## config.mk

```make
export PLATFORM = sky130hd
export DESIGN_NAME = seq_divider_flat
export DESIGN_NICKNAME = d
export VERILOG_FILES = /design/src/rtl/div_pkg.sv /design/src/rtl/seq_divider_if.sv /design/src/rtl/seq_divider_div_step.sv /design/src/rtl/seq_divider.sv /design/src/flat_wrapper.sv
export SDC_FILE = /design/constraint.sdc
export NUM_CORES = 1
export LEC_CHECK = 0
export ABC_AREA = 1
export BUFFER_PORTS_ARGS = -buffer_cell sky130_fd_sc_hd__buf_2
export CAP_MARGIN = 20
export CELL_PAD_IN_SITES_DETAIL_PLACEMENT = 0
export CELL_PAD_IN_SITES_GLOBAL_PLACEMENT = 2
export CORE_MARGIN = 3
export CORE_UTILIZATION = 32
export CTS_CLUSTER_DIAMETER = 80
export CTS_CLUSTER_SIZE = 28
export DETAILED_ROUTE_END_ITERATION = 8
export PLACE_DENSITY_LB_ADDON = 0.1
export SLEW_MARGIN = 20
export SYNTH_ARGS = -nofsm -noshare
export SYNTH_HDL_FRONTEND = slang
export SYNTH_HIERARCHICAL = 1
export SYNTH_SLANG_ARGS = --single-unit
```

## constraint.sdc

```tcl
create_clock -name clk -period 5.5 [get_ports clk]
set_input_delay 0.275 -clock clk [delete_from_list [all_inputs] [get_ports clk]]
set_output_delay 0.275 -clock clk [all_outputs]
set_load 0.02 [all_outputs]
```

## src/rtl/div_pkg.sv

```systemverilog
// Shared definitions for the sequential restoring divider.
//   state_t        : controller states (IDLE, DIVIDE, FIXUP)
//   DEFAULT_WIDTH  : default operand/result width
//   MAX_WIDTH      : widest operand the helper function handles
//   DIV0_QUOTIENT  : quotient reported on divide by zero (all ones)
//   abs_val        : conditional two's-complement negation, used both to take
//                    magnitudes and to re-apply signs
package div_pkg;

    localparam int DEFAULT_WIDTH = 32;
    localparam int MAX_WIDTH     = 64;

    typedef enum logic [1:0] {
        IDLE   = 2'd0,
        DIVIDE = 2'd1,
        FIXUP  = 2'd2
    } state_t;

    localparam logic [MAX_WIDTH-1:0] DIV0_QUOTIENT = '1;

    // Callers zero-extend into MAX_WIDTH and truncate the result back; since
    // negation is modular the low bits are correct for any narrower width.
    function automatic logic [MAX_WIDTH-1:0] abs_val(input logic [MAX_WIDTH-1:0] v,
                                                     input logic                 neg);
        return neg ? -v : v;
    endfunction

endpackage

```

## src/rtl/seq_divider_if.sv

```systemverilog
// Request/response bundle of the sequential divider.
//   master : drives start/dividend/divisor, observes busy/done/results
//   slave  : the divider side
// Handshake: start is sampled on a rising edge only while busy=0; that edge
// accepts the operands and raises busy. start while busy=1 is ignored. done
// is a one-cycle pulse in the first cycle the results are valid; busy is
// already low then, so a new start may be presented in that same cycle.
// quotient/remainder/div_by_zero hold until the next result is written.
interface seq_divider_if #(parameter int WIDTH = div_pkg::DEFAULT_WIDTH);

    logic             start;
    logic [WIDTH-1:0] dividend;
    logic [WIDTH-1:0] divisor;
    logic             busy;
    logic             done;
    logic [WIDTH-1:0] quotient;
    logic [WIDTH-1:0] remainder;
    logic             div_by_zero;

    modport master (
        output start, dividend, divisor,
        input  busy, done, quotient, remainder, div_by_zero
    );

    modport slave (
        input  start, dividend, divisor,
        output busy, done, quotient, remainder, div_by_zero
    );

endinterface

```

## src/rtl/seq_divider_div_step.sv

```systemverilog
// One restoring-division iteration (combinational).
//   rem_in  : partial remainder, always < dvs
//   quo_in  : shifting dividend/quotient register
//   dvs     : divisor magnitude (non-zero)
//   rem_out : next partial remainder
//   quo_out : next quotient register, new quotient bit in bit 0
module div_step
    import div_pkg::*;
#(
    parameter int WIDTH = DEFAULT_WIDTH
) (
    input  logic [WIDTH-1:0] rem_in,
    input  logic [WIDTH-1:0] quo_in,
    input  logic [WIDTH-1:0] dvs,
    output logic [WIDTH-1:0] rem_out,
    output logic [WIDTH-1:0] quo_out
);

    logic [WIDTH:0] shifted;
    logic [WIDTH:0] trial;

    // {R,Q} << 1: the dividend bit leaving Q enters the bottom of R.
    assign shifted = {rem_in, quo_in[WIDTH-1]};
    // Since rem_in < dvs, shifted < 2*dvs: a non-negative trial fits in WIDTH
    // bits and a negative one always has bit WIDTH set.
    assign trial   = shifted - {1'b0, dvs};

    assign rem_out = trial[WIDTH] ? shifted[WIDTH-1:0] : trial[WIDTH-1:0];
    assign quo_out = {quo_in[WIDTH-2:0], ~trial[WIDTH]};

endmodule

```

## src/rtl/seq_divider.sv

```systemverilog
// Iterative restoring divider serving DIV/REM beside the multiplier.
// One quotient bit per clock; done WIDTH+1 edges after the accept edge
// (two edges including the accept edge on divide by zero).
// Ports:
//   clk, rst  : rising-edge clock, asynchronous active-high reset
//   bus       : seq_divider_if.slave (start/operands in, busy/done/results out)
//   state_dbg : current controller state
// Build option: SEQ_DIVIDER_SIGNED_EN selects two's-complement operands with
// sign fixup; without it operands are unsigned. Latency is the same in both.
module seq_divider
    import div_pkg::*;
#(
    parameter int WIDTH = DEFAULT_WIDTH
) (
    input  logic          clk,
    input  logic          rst,
    seq_divider_if.slave  bus,
    output state_t        state_dbg
);

    localparam int CNT_W = $clog2(WIDTH + 1);

    state_t           state, state_nxt;
    logic [CNT_W-1:0] cnt;
    logic [WIDTH-1:0] rem_acc;     // partial remainder R (raw dividend when div0)
    logic [WIDTH-1:0] quo_acc;     // dividend magnitude shifting out, Q shifting in
    logic [WIDTH-1:0] dvs_mag;
    logic             div0;
    logic [WIDTH-1:0] rem_step, quo_step;
    logic [WIDTH-1:0] dvd_in_mag, dvs_in_mag;
    logic [WIDTH-1:0] quo_fix, rem_fix;
    logic [WIDTH-1:0] quotient_r, remainder_r;
    logic             done_r, dz_r;
    logic             dvs_zero;

    assign dvs_zero = (bus.divisor == '0);

`ifdef SEQ_DIVIDER_SIGNED_EN
    logic sgn_dvd, sgn_dvs;
    logic neg_quo, neg_rem;

    assign sgn_dvd    = bus.dividend[WIDTH-1];
    assign sgn_dvs    = bus.divisor[WIDTH-1];
    assign dvd_in_mag = WIDTH'(abs_val(MAX_WIDTH'(bus.dividend), sgn_dvd));
    assign dvs_in_mag = WIDTH'(abs_val(MAX_WIDTH'(bus.divisor), sgn_dvs));
    // MIN / -1 needs no special case: |MIN| = 2^(WIDTH-1) divides to itself,
    // the signs agree, so the quotient bits read back as MIN.
    assign quo_fix    = WIDTH'(abs_val(MAX_WIDTH'(quo_acc), neg_quo));
    assign rem_fix    = WIDTH'(abs_val(MAX_WIDTH'(rem_acc), neg_rem));
`else
    assign dvd_in_mag = bus.dividend;
    assign dvs_in_mag = bus.divisor;
    assign quo_fix    = quo_acc;
    assign rem_fix    = rem_acc;
`endif

    div_step #(.WIDTH(WIDTH)) u_step (
        .rem_in  (rem_acc),
        .quo_in  (quo_acc),
        .dvs     (dvs_mag),
        .rem_out (rem_step),
        .quo_out (quo_step)
    );

    // State register.
    always_ff @(posedge clk or posedge rst) begin
        if (rst) begin
            state <= IDLE;
        end else begin
            state <= state_nxt;
        end
    end

    // Next-state logic.
    always_comb begin
        state_nxt = state;
        case (state)
            IDLE:    if (bus.start) state_nxt = dvs_zero ? FIXUP : DIVIDE;
            DIVIDE:  if (cnt == CNT_W'(1)) state_nxt = FIXUP;
            FIXUP:   state_nxt = IDLE;
            default: state_nxt = IDLE;
        endcase
    end

    // Datapath, counter and result registers.
    always_ff @(posedge clk or posedge rst) begin
        if (rst) begin
            cnt         <= '0;
            rem_acc     <= '0;
            quo_acc     <= '0;
            dvs_mag     <= '0;
            div0        <= 1'b0;
            quotient_r  <= '0;
            remainder_r <= '0;
            done_r      <= 1'b0;
            dz_r        <= 1'b0;
`ifdef SEQ_DIVIDER_SIGNED_EN
            neg_quo     <= 1'b0;
            neg_rem     <= 1'b0;
`endif
        end else begin
            done_r <= 1'b0;
            case (state)
                IDLE: begin
                    if (bus.start) begin
                        cnt     <= CNT_W'(WIDTH);
                        dvs_mag <= dvs_in_mag;
                        quo_acc <= dvd_in_mag;
                        // On divide by zero R carries the raw dividend straight
                        // to FIXUP, where it becomes the remainder.
                        rem_acc <= dvs_zero ? bus.dividend : '0;
                        div0    <= dvs_zero;
                        dz_r    <= 1'b0;
`ifdef SEQ_DIVIDER_SIGNED_EN
                        neg_quo <= sgn_dvd ^ sgn_dvs;
                        neg_rem <= sgn_dvd;
`endif
                    end
                end
                DIVIDE: begin
                    rem_acc <= rem_step;
                    quo_acc <= quo_step;
                    cnt     <= cnt - CNT_W'(1);
                end
                FIXUP: begin
                    done_r      <= 1'b1;
                    dz_r        <= div0;
                    quotient_r  <= div0 ? DIV0_QUOTIENT[WIDTH-1:0] : quo_fix;
                    remainder_r <= div0 ? rem_acc : rem_fix;
                end
                default: ;
            endcase
        end
    end

    assign bus.busy        = (state != IDLE);
    assign bus.done        = done_r;
    assign bus.quotient    = quotient_r;
    assign bus.remainder   = remainder_r;
    assign bus.div_by_zero = dz_r;
    assign state_dbg       = state;

endmodule

```

## src/flat_wrapper.sv

```systemverilog
// flat-port wrapper written by rule: the top's interface ports become plain ports
module seq_divider_flat import div_pkg::*;
#(
    parameter int WIDTH = DEFAULT_WIDTH
)
  (clk, rst, state_dbg, bus_start, bus_dividend, bus_divisor, bus_busy, bus_done, bus_quotient, bus_remainder, bus_div_by_zero);
  seq_divider_if #(.WIDTH(WIDTH)) bus_i ();
  input  logic clk;
  input  logic rst;
  output state_t state_dbg;
  input wire logic [$bits(bus_i.start)-1:0] bus_start;
  input wire logic [$bits(bus_i.dividend)-1:0] bus_dividend;
  input wire logic [$bits(bus_i.divisor)-1:0] bus_divisor;
  output wire logic [$bits(bus_i.busy)-1:0] bus_busy;
  output wire logic [$bits(bus_i.done)-1:0] bus_done;
  output wire logic [$bits(bus_i.quotient)-1:0] bus_quotient;
  output wire logic [$bits(bus_i.remainder)-1:0] bus_remainder;
  output wire logic [$bits(bus_i.div_by_zero)-1:0] bus_div_by_zero;
  assign bus_i.start = bus_start;
  assign bus_i.dividend = bus_dividend;
  assign bus_i.divisor = bus_divisor;
  assign bus_busy = bus_i.busy;
  assign bus_done = bus_i.done;
  assign bus_quotient = bus_i.quotient;
  assign bus_remainder = bus_i.remainder;
  assign bus_div_by_zero = bus_i.div_by_zero;
  seq_divider #(.WIDTH(WIDTH)) u_core (.clk(clk), .rst(rst), .bus(bus_i), .state_dbg(state_dbg));
endmodule
```

Word-level counts from Yosys, hierarchy flattened --
Cells that the tools add are included.
Word-level totals: register bits 171, output and inout bits 69, word-level logic and storage cells 43, bits of input ports 67
Cells by class: equal/unequal tests 5, bitwise gates (word level) 1, add/sub/neg operators 2, mux-type cells 16, reductions and logical operators 9
Operators with widths (number):
- $mux 32 | 5
- $pmux 32 s2 | 2
- $sub 33x32->33 | 1
- $logic_not 32->1 | 1
- $pmux 6 s2 | 1
- $reduce_and 2->1 | 4
- $eq 6x1->1 const B | 1
- $mux 2 | 3
- $mux 6 | 1
- $reduce_bool 2->1 | 3
- $sub 6x1->6 const B | 1
- $pmux 2 s2 | 1
- $eq 2x1->1 const B | 1
- $eq 2x2->1 const B | 1
- $logic_not 2->1 | 1
- $mux 1 | 2
- $ne 2x1->1 const B | 1
- $ne 2x2->1 const B | 1
- $pmux 1 s2 | 1
- $not 1->1 | 1

Depth between registers and ports, before layout --
Gate-level depths: netlist (run 1).
depth in word-level cells 4, depth in mapped cells 19, gate-level depth less buffers 18

By module --
Netlist (run 1), hierarchy kept.
Modules (own cells, without submodules):
- seq_divider | instances 1, sequential area each 4279.1 µm², cells an instance 828, area each 7068.0 µm²
- div_step | instances 1, sequential area each 0.0 µm², cells an instance 711, area each 3383.2 µm²

Worst setup path after synthesis (run 1) --
No wires, ideal clock.
path kind register to register, start register u_core.quo_acc[31], end register u_core.rem_acc[17], period minus slack after synthesis 2.311 ns, slack 3.189 ns, data required time 5.379 ns, arrival time 2.190 ns, stages on the path, launching flop included 19, library setup time 0.121 ns, path buffers 1, path through dfrtp_1 inv_1 ha_1 fa_1 inv_1 nand2_1 nand2_1 nand3_1 nand2_2 nand2_1 nand2_2 nand2_2 nand3_1 nand2_4 buf_4 nand2_1 nand2_1 a22oi_1 nand2_1
Between the ends: cells in the longest elaborated chain, start to end 3
Ends and longest elaborated chain:
- start, declared | RTL line seq_divider.sv:26 | logic [WIDTH-1:0] quo_acc;
- start signal, assigned | RTL line seq_divider.sv:108 | quo_acc <= dvd_in_mag;
- start signal, assigned | RTL line seq_divider.sv:122 | quo_acc <= quo_step;
- $sub 33x32->33 | RTL line seq_divider_div_step.sv:26 | assign trial = shifted - {1'b0, dvs};
- $mux 32 | RTL line seq_divider_div_step.sv:28 | assign rem_out = trial[WIDTH] ? shifted[WIDTH-1:0] : trial[WIDTH-1:0];
- via u_core.rem_step[17] | RTL line seq_divider.sv:29 | logic [WIDTH-1:0] rem_step, quo_step;
- $pmux 32 s2 | RTL line seq_divider.sv:103 | case (state)
- end signal, assigned | RTL line seq_divider.sv:111 | rem_acc <= dvs_zero ? bus.dividend : '0;
- end signal, assigned | RTL line seq_divider.sv:121 | rem_acc <= rem_step;
- end, declared | RTL line seq_divider.sv:25 | logic [WIDTH-1:0] rem_acc;
The timed path passes the listed nets, and every way through them passes these cells. A chain may end at the register's enable or synchronous reset.

Worst setup path in the final report (run 1) --
start register u_core.quo_acc[31], end register u_core.rem_acc[23]
Same word-level chain as after synthesis.

==> results of run 1 <==
==> logic make-up after synthesis <==
family / share of synthesized area (%)
AND/OR/NAND/NOR: 34.1
buffers and inverters: 12.2
flip-flops: 40.9
AO/OA/AOI/OAI: 7.10
adder cells (fa/ha/maj): 4.26
XOR/XNOR: 1.26
multiplexers: 0.0958
==> through the flow <==
stage | std cells | instance area [sq um] | power (W) | hold slack (ns)
floorplan | 1539 | 10500 | 0.00615 | 0.385
global placement | 2038 | 11300 | 0.00761 | 0.398
detailed placement | 2038 | 11300 | 0.00761 | 0.397
CTS | 2071 | 11800 | 0.00884 | 0.0113
global route | 2071 | 11800 | 0.00960 | 0.0206
finish | 2071 | 11800 | 0.00872 | 0.0288
==> worst paths after layout <==
kind,start,to,slack (ns),depth (start not counted)
hold reg to reg,u_core/bus.quotient[29]$_DFFE_PP0P_,u_core/bus.quotient[29]$_DFFE_PP0P_,0.47,2
setup reg to reg,u_core/quo_acc[31]$_DFFE_PP0P_,u_core/rem_acc[23]$_DFFE_PP0P_,2.76,17
max in group asynchronous,rst,u_core/dvs_mag[7]$_DFFE_PP0P_,3.72,4
hold / removal,bus_divisor[22],u_core/dvs_mag[22]$_DFFE_PP0P_,0.03,3
min in group asynchronous,rst,u_core/cnt[5]$_DFFE_PP0P_,0.45,3
setup / recovery,u_core/quo_acc[31]$_DFFE_PP0P_,u_core/rem_acc[23]$_DFFE_PP0P_,2.76,17
==> where the power goes <==
| group | leakage, nW | internal (W) | switching (W) | total (W) |
|---|---|---|---|---|
| Clock | 0.264 | 0.000611 | 0.000563 | 0.00117 |
| Sequential | 2.13 | 0.00185 | 0.000477 | 0.00232 |
| Combinational | 4.59 | 0.00167 | 0.00355 | 0.00522 |
==> area by class of cell <==
cell class              instances  area [sq um]
clock inverters                13           105
inverters                     211           797
multi-input cells            1078          4900
flip-flops and latches        171          4280
clock buffers                  19           453
well taps                     435           544
fillers                      3577         20100
repair buffers                144           746
==> synth_stat cells (7+ instances only) <==
master      n
ha_1       34
buf_4      37
o21bai_1    7
inv_2       8
nand2_1   728
buf_2      24
clkbuf_1   15
nand3_1    55
o21ai_0    35
nand4_1     8
dfrtp_1   171
nor2_1     78
inv_1     203
a21oi_1    49
a22oi_1    32
nand2_2     8
xor2_1     14
==> tightest hold or removal path, delay by kind of cell <==
family / cells / cell delay [ns]
and+or+nand+nor: 2 / 0.08
buffers and inverters: 1 / 0.09
==> layer usage <==
| layer | GRT usage [%] | up-vias |
|---|---|---|
| met5 | 0 | - |
| met4 | 5.93 | 0 |
| met3 | 3.27 | 25 |
| met2 | 33.1 | 170 |
| met1 | 27.5 | 4474 |
| li1 | - | 4825 |
==> registers in the layout (all words and copies together), names as in the netlist <==
| name | flops |
|---|---|
| u_core/state_dbg | 2 |
| u_core/quo_acc | 32 |
| u_core/dvs_mag | 32 |
| u_core/bus.quotient | 32 |
| u_core/rem_acc | 32 |
| u_core/bus.done | 1 |
| u_core/cnt | 6 |
| u_core/div0 | 1 |
| u_core/bus.remainder | 32 |
| u_core/bus.div_by_zero | 1 |
==> out/qor.csv, run 1 <==
stage;metric;value;unit
synthesis;Synth Flop Type;dfrtp_1;
cts;clock-pin slew on the worst setup and hold paths;0.08;ns
cts;clock tree sinks;171;
detailed_routing;DRT antenna net count;0;
cts;clk buf depth;2;
global_route;largest net degree at the start of global routing;69;
floorplanning;die outline height;187;microns
timing;Final Hold Fails;0;
floorplanning;initial core utilization;32.8;%
critical_path;Worst Path Buf+Inv;2;
detailed_routing;highest routed layer;met4;
detailed_routing;Met1 Routed Length;16.5;mm
detailed_routing;Routed WL;34.6;mm
final_layout;commonest non-fill, non-tap cells in the layout;728 x nand2_1, 202 x inv_1, 171 x dfrtp_1;
synthesis;Yosys top cell area share;40.9;%
floorplanning;Core Area;31900;sq um
detailed_routing;DR vias;9494;
synthesis;Avg Inst Size Synth;6.79;sq um
synthesis;Syn Inst Count;1539;
power;Pleak;6.98;nW
power;Max VDD drop;286;uV
cts;# resized after CTS;0;
critical_path;crit path DAT;3.08;ns
flow_run;Max-Cap Viols;0;
synthesis;post-synthesis sequential area ratio;40.9;%
detailed_routing;DRC;0;
final_layout;layout cells sized above 1;12.4;%
synthesis;Yosys warnings;6;
timing;Clock Skew;0.0190;ns
final_layout;Nets;1725;
floorplanning;Die W;187;microns
detailed_routing;WL met3;1.18;mm
synthesis;register bit total from synthesis;171;
critical_path;Crit-path slowest cell;dfrtp_1;
global_route;GR Util All Layers;20.2;%
floorplanning;I/O pins;136;
timing;final setup margin;2.76;ns
timing;Max-Slew Margin vs Limit;32.1;%
floorplanning;full die area;34900;sq um
cts;htree depth;4;
final_layout;Finished Core Util;37.1;%
timing;RSZ-0062 raised after global routing;no;
synthesis;EDFF count, synth;0;
detailed_routing;routed wire length on met2;16.2;mm
critical_path;Max FO, Critical Path;32;
timing;setup TNS;0;ns
place;Placer Congestion;0.886;
critical_path;crit-path cells;inv_1 -> ha_1 -> fa_1 -> inv_1 -> nand2_1 -> nand2_1 -> nand3_1 -> nand2_2 -> nand2_1 -> nand2_2 -> nand2_2 -> nand3_1 -> nand2_4 -> nand2_1 -> nand2_1 -> a22oi_1 -> nand2_1;
detailed_routing;Via density;4.58;
hold_path;Hold Path Class;in2reg;
cts;# hold bufs at CTS;1;
critical_path;CP endpoint kind;flop;
critical_path;required time worst endpoint;5.85;ns
place;post-detail-place hpwl;26.0;mm
floorplanning;Site Rows;65;
global_route;first-pass GRT wire length;55.0;mm
detailed_routing;initial DRC count;618;
detailed_routing;WL per Instance;16.7;microns
synthesis;Yosys cell types;34;
cts;Post-CTS Setup Inserts;0;
outcome;status;finished, final reports clean;
timing;minimum clock period;2.74;ns
critical_path;CP max stage delay;0.41;ns
synthesis;ranking of synthesized cells by area;dfrtp_1 41%, nand2_1 26%, inv_1 7.3%, ha_1 4.1%, nor2_1 2.8%;
critical_path;Top Family by Delay on Critical Path;simple AND/OR/NAND/NOR gates;
synthesis;post-synthesis cell area;10500;sq um
timing;Worst-Margin Slew;1.02;ns
global_route;vias in the first global route;9709;
power;pwr/cell area;737;nW/um^2
synthesis;post-synth top area cell;dfrtp_1;
cts;Worst-Skew Late Latency;0.45;ns
timing;Final Cycle Share;49.8;%
detailed_routing;drt first pass iters;5;
cts;TritonCTS Buffers;17;
global_route;global route overflow;0;
cts;CTS tree;done;
critical_path;Setup Crit Path Kind;reg2reg;
timing;Final Max Slew Viols;0;
synthesis;Synth async-reset ratio;100;%
final_layout;diodes inserted;0;
synthesis;syn nets;1641;
global_route;initial antenna violation count;0;
critical_path;type of origin of the critical path;flop;
place;PortBufs;135;
timing;Fmax;0.365;GHz
final_layout;most common cell after layout, fill and taps aside;nand2_1;
place;pre-CTS WS;2.78;ns
timing;setup violators final;0;
cts;Root Buffer;clkbuf_16;
final_layout;P&R area growth vs syn;13.1;%
critical_path;most frequent CP cell;nand2_1;
Power figures use the tool's default switching activity.
==> run 2, diff against run 1 <==
==> constraint.sdc (replaced) <==
create_clock -name clk -period 2.8 [get_ports clk]
set_input_delay 0.14 -clock clk [delete_from_list [all_inputs] [get_ports clk]]
set_output_delay 0.14 -clock clk [all_outputs]
set_load 0.02 [all_outputs]
==> run 2 against run 1 <==
Effect of this change:
- via count rose by 3.1%
- routed wire length rose by 4.1%
- sequential power rose by 94%
- flip-flop and latch count did not move
- combinational power rose by 110%
- highest routed layer unchanged
- die area did not move
- cell count rose by 3.6%
- register-to-register slack got worse by 2.6 ns
- non-clock buffer count rose by 72
- global-route usage rose by 0.47 points
- clock power rose by 110%
==> out/qor.csv, run 2 (same netlist as run 1, synthesis figures left out) <==
stage;metric;value;unit;change
timing;Clock Skew;0.0180;ns;-0.00100 ns
global_route;first-pass GRT wire length;56.8;mm;+3.3%
cts;Worst-Skew Late Latency;0.45;ns;about the same
timing;Max-Slew Margin vs Limit;34.6;%;+2.5 points
critical_path;Setup Crit Path Kind;reg2reg;;
final_layout;diodes inserted;0;;unchanged
timing;Final Cycle Share;93.7;%;+44 points
global_route;GR Util All Layers;20.6;%;+0.47 points
timing;minimum clock period;2.62;ns;-0.115 ns
global_route;vias in the first global route;10000;;+3.2%
global_route;global route overflow;0;;unchanged
critical_path;FF-to-FF path depth;15;;-2
floorplanning;Core Area;31900;sq um;unchanged
detailed_routing;drt first pass iters;5;;unchanged
cts;htree depth;4;;unchanged
floorplanning;Die W;187;microns;unchanged
place;pre-CTS WS;0.131;ns;-2.65 ns
detailed_routing;Routed WL;36.0;mm;+4.1%
place;PortBufs;135;;unchanged
power;pwr/cell area;1410;nW/um^2;+91%
final_layout;fillcell total;3494;;-2.3%
cts;clock-pin slew on the worst setup and hold paths;0.07;ns;about the same
flow_run;Max-Cap Viols;0;;unchanged
power;Max VDD drop;595;uV;+110%
cts;clk buf depth;2;;unchanged
timing;final setup margin;0.176;ns;-2.59 ns
timing;Fmax;0.381;GHz;+4.4%
timing;setup violators final;0;;unchanged
critical_path;type of origin of the critical path;flop;;
global_route;initial antenna violation count;0;;unchanged
outcome;status;finished, final reports clean;;
timing;Final Max Slew Viols;0;;unchanged
hold_path;hold path depth;5;;+2
floorplanning;die outline height;187;microns;unchanged
detailed_routing;DRT antenna net count;0;;unchanged
timing;Final Hold Fails;0;;unchanged
final_layout;Nets;1801;;+4.4%
final_layout;layout cells sized above 1;13.0;%;+0.57 points
final_layout;commonest non-fill, non-tap cells in the layout;728 x nand2_1, 202 x inv_1, 171 x dfrtp_1;;
detailed_routing;DRC;0;;unchanged
detailed_routing;DR vias;9793;;+3.1%
cts;TritonCTS Buffers;17;;unchanged
detailed_routing;WL per Instance;16.8;microns;+0.42%
final_layout;P&R area growth vs syn;21.5;%;
detailed_routing;initial DRC count;538;;-13%
final_layout;area of the multi-input gates;5020;sq um;+2.6%
critical_path;required time worst endpoint;3.13;ns;-2.72 ns
power;Pleak;7.36;nW;+5.3%
floorplanning;initial core utilization;32.8;%;unchanged
place;Placer Congestion;0.836;;-5.6%
timing;setup TNS;0;ns;unchanged
final_layout;Sequential Area;4280;sq um;unchanged
final_layout;most common cell after layout, fill and taps aside;nand2_1;;
timing;Worst-Margin Slew;0.977;ns;-0.0393 ns
cts;clock tree sinks;171;;unchanged
place;post-detail-place hpwl;26.7;mm;+2.6%
critical_path;CP endpoint kind;flop;;
hold_path;Hold Path Class;in2reg;;
detailed_routing;Via density;4.56;;-0.46%
cts;Root Buffer;clkbuf_16;;
critical_path;Max FO, Critical Path;8;;-75%
floorplanning;full die area;34900;sq um;unchanged
critical_path;crit path DAT;2.95;ns;-0.13 ns
floorplanning;I/O pins;136;;unchanged
global_route;largest net degree at the start of global routing;66;;-4.3%
floorplanning;Site Rows;65;;unchanged
cts;CTS tree;done;;
run 2: what timing repair did:
| action | 4_1_cts | 5_1_grt |
|---|---|---|
| endpoints found under the setup margin | 0 | 33 |
| hold buffers | 58 | 0 |
| setup buffers | 0 | 1 |
| hold endpoints to repair | 87 | 0 |
| gates resized for setup | 0 | 13 |
run 2: power breakdown:
part / switching, W / leakage [nW] / total (W) / internal [W]
clock: 0.00105 / 0.269 / 0.00244 / 0.00140
sequential: 0.000883 / 2.13 / 0.00451 / 0.00363
combinational: 0.00731 / 4.96 / 0.0109 / 0.00361
run 2: path summary, 6_finish.rpt:
path | start | end | slack [ns]
setup / recovery | u_core/rem_acc[20]$_DFFE_PP0P_ | u_core/rem_acc[19]$_DFFE_PP0P_ | 0.18
hold / removal | bus_dividend[4] | u_core/quo_acc[4]$_DFFE_PP0P_ | 0.01
setup reg to reg | u_core/rem_acc[20]$_DFFE_PP0P_ | u_core/rem_acc[19]$_DFFE_PP0P_ | 0.18
hold reg to reg | u_core/bus.remainder[27]$_DFFE_PP0P_ | u_core/bus.remainder[27]$_DFFE_PP0P_ | 0.46
max in group asynchronous | rst | u_core/dvs_mag[21]$_DFFE_PP0P_ | 1.65
min in group asynchronous | rst | u_core/bus.quotient[0]$_DFFE_PP0P_ | 0.38
run 2: cell type report:
cell class                 count  share of cell area [%]
inverter                     211                    6.27
sequential                   171                    33.7
timing repair buffer         216                    11.6
clock buffer                  20                    3.44
tap                          435                    4.29
multi-input combinational   1082                    39.6
clock inverter                11                    1.15
run 2: metrics by stage:
step	std cells	power (W)	instance area [sq um]	hold slack, ns	util [%]
3_5_place_dp	2052	0.0151	11400	0.331	35.7
5_1_grt	2146	0.0197	12700	0.0527	39.8
3_3_place_gp	2052	0.0150	11400	0.333	35.7
6_report	2146	0.0179	12700	0.0149	39.8
4_1_cts	2141	0.0177	12600	0.00249	39.4
2_1_floorplan	1539	0.0121	10500	0.250	-
run 2: worst max-delay path, cell delays in order (launching register included):
cell and delay [ns]:
dfrtp_1 0.46, ha_1 0.41, nand2_1 0.10, nand2_1 0.09, nand2_1 0.07, nand2_1 0.07, inv_1 0.08, nand2_1 0.14
a21oi_4 0.26, nand2_2 0.13, nand2_4 0.16, nand2_4 0.13, nand2_1 0.10, nand2_1 0.05, a22oi_1 0.16, nand2_1 0.07
run 2: per-layer routing:
layer | vias to the layer above | GRT usage (%) | share of wire (%)
met2 | 189 | 34.3 | 47
met1 | 4588 | 27.9 | 47
li1 | 4986 | - | -
met5 | - | 0 | 0
met3 | 30 | 3.04 | 3.5
met4 | 0 | 6.22 | 2.0
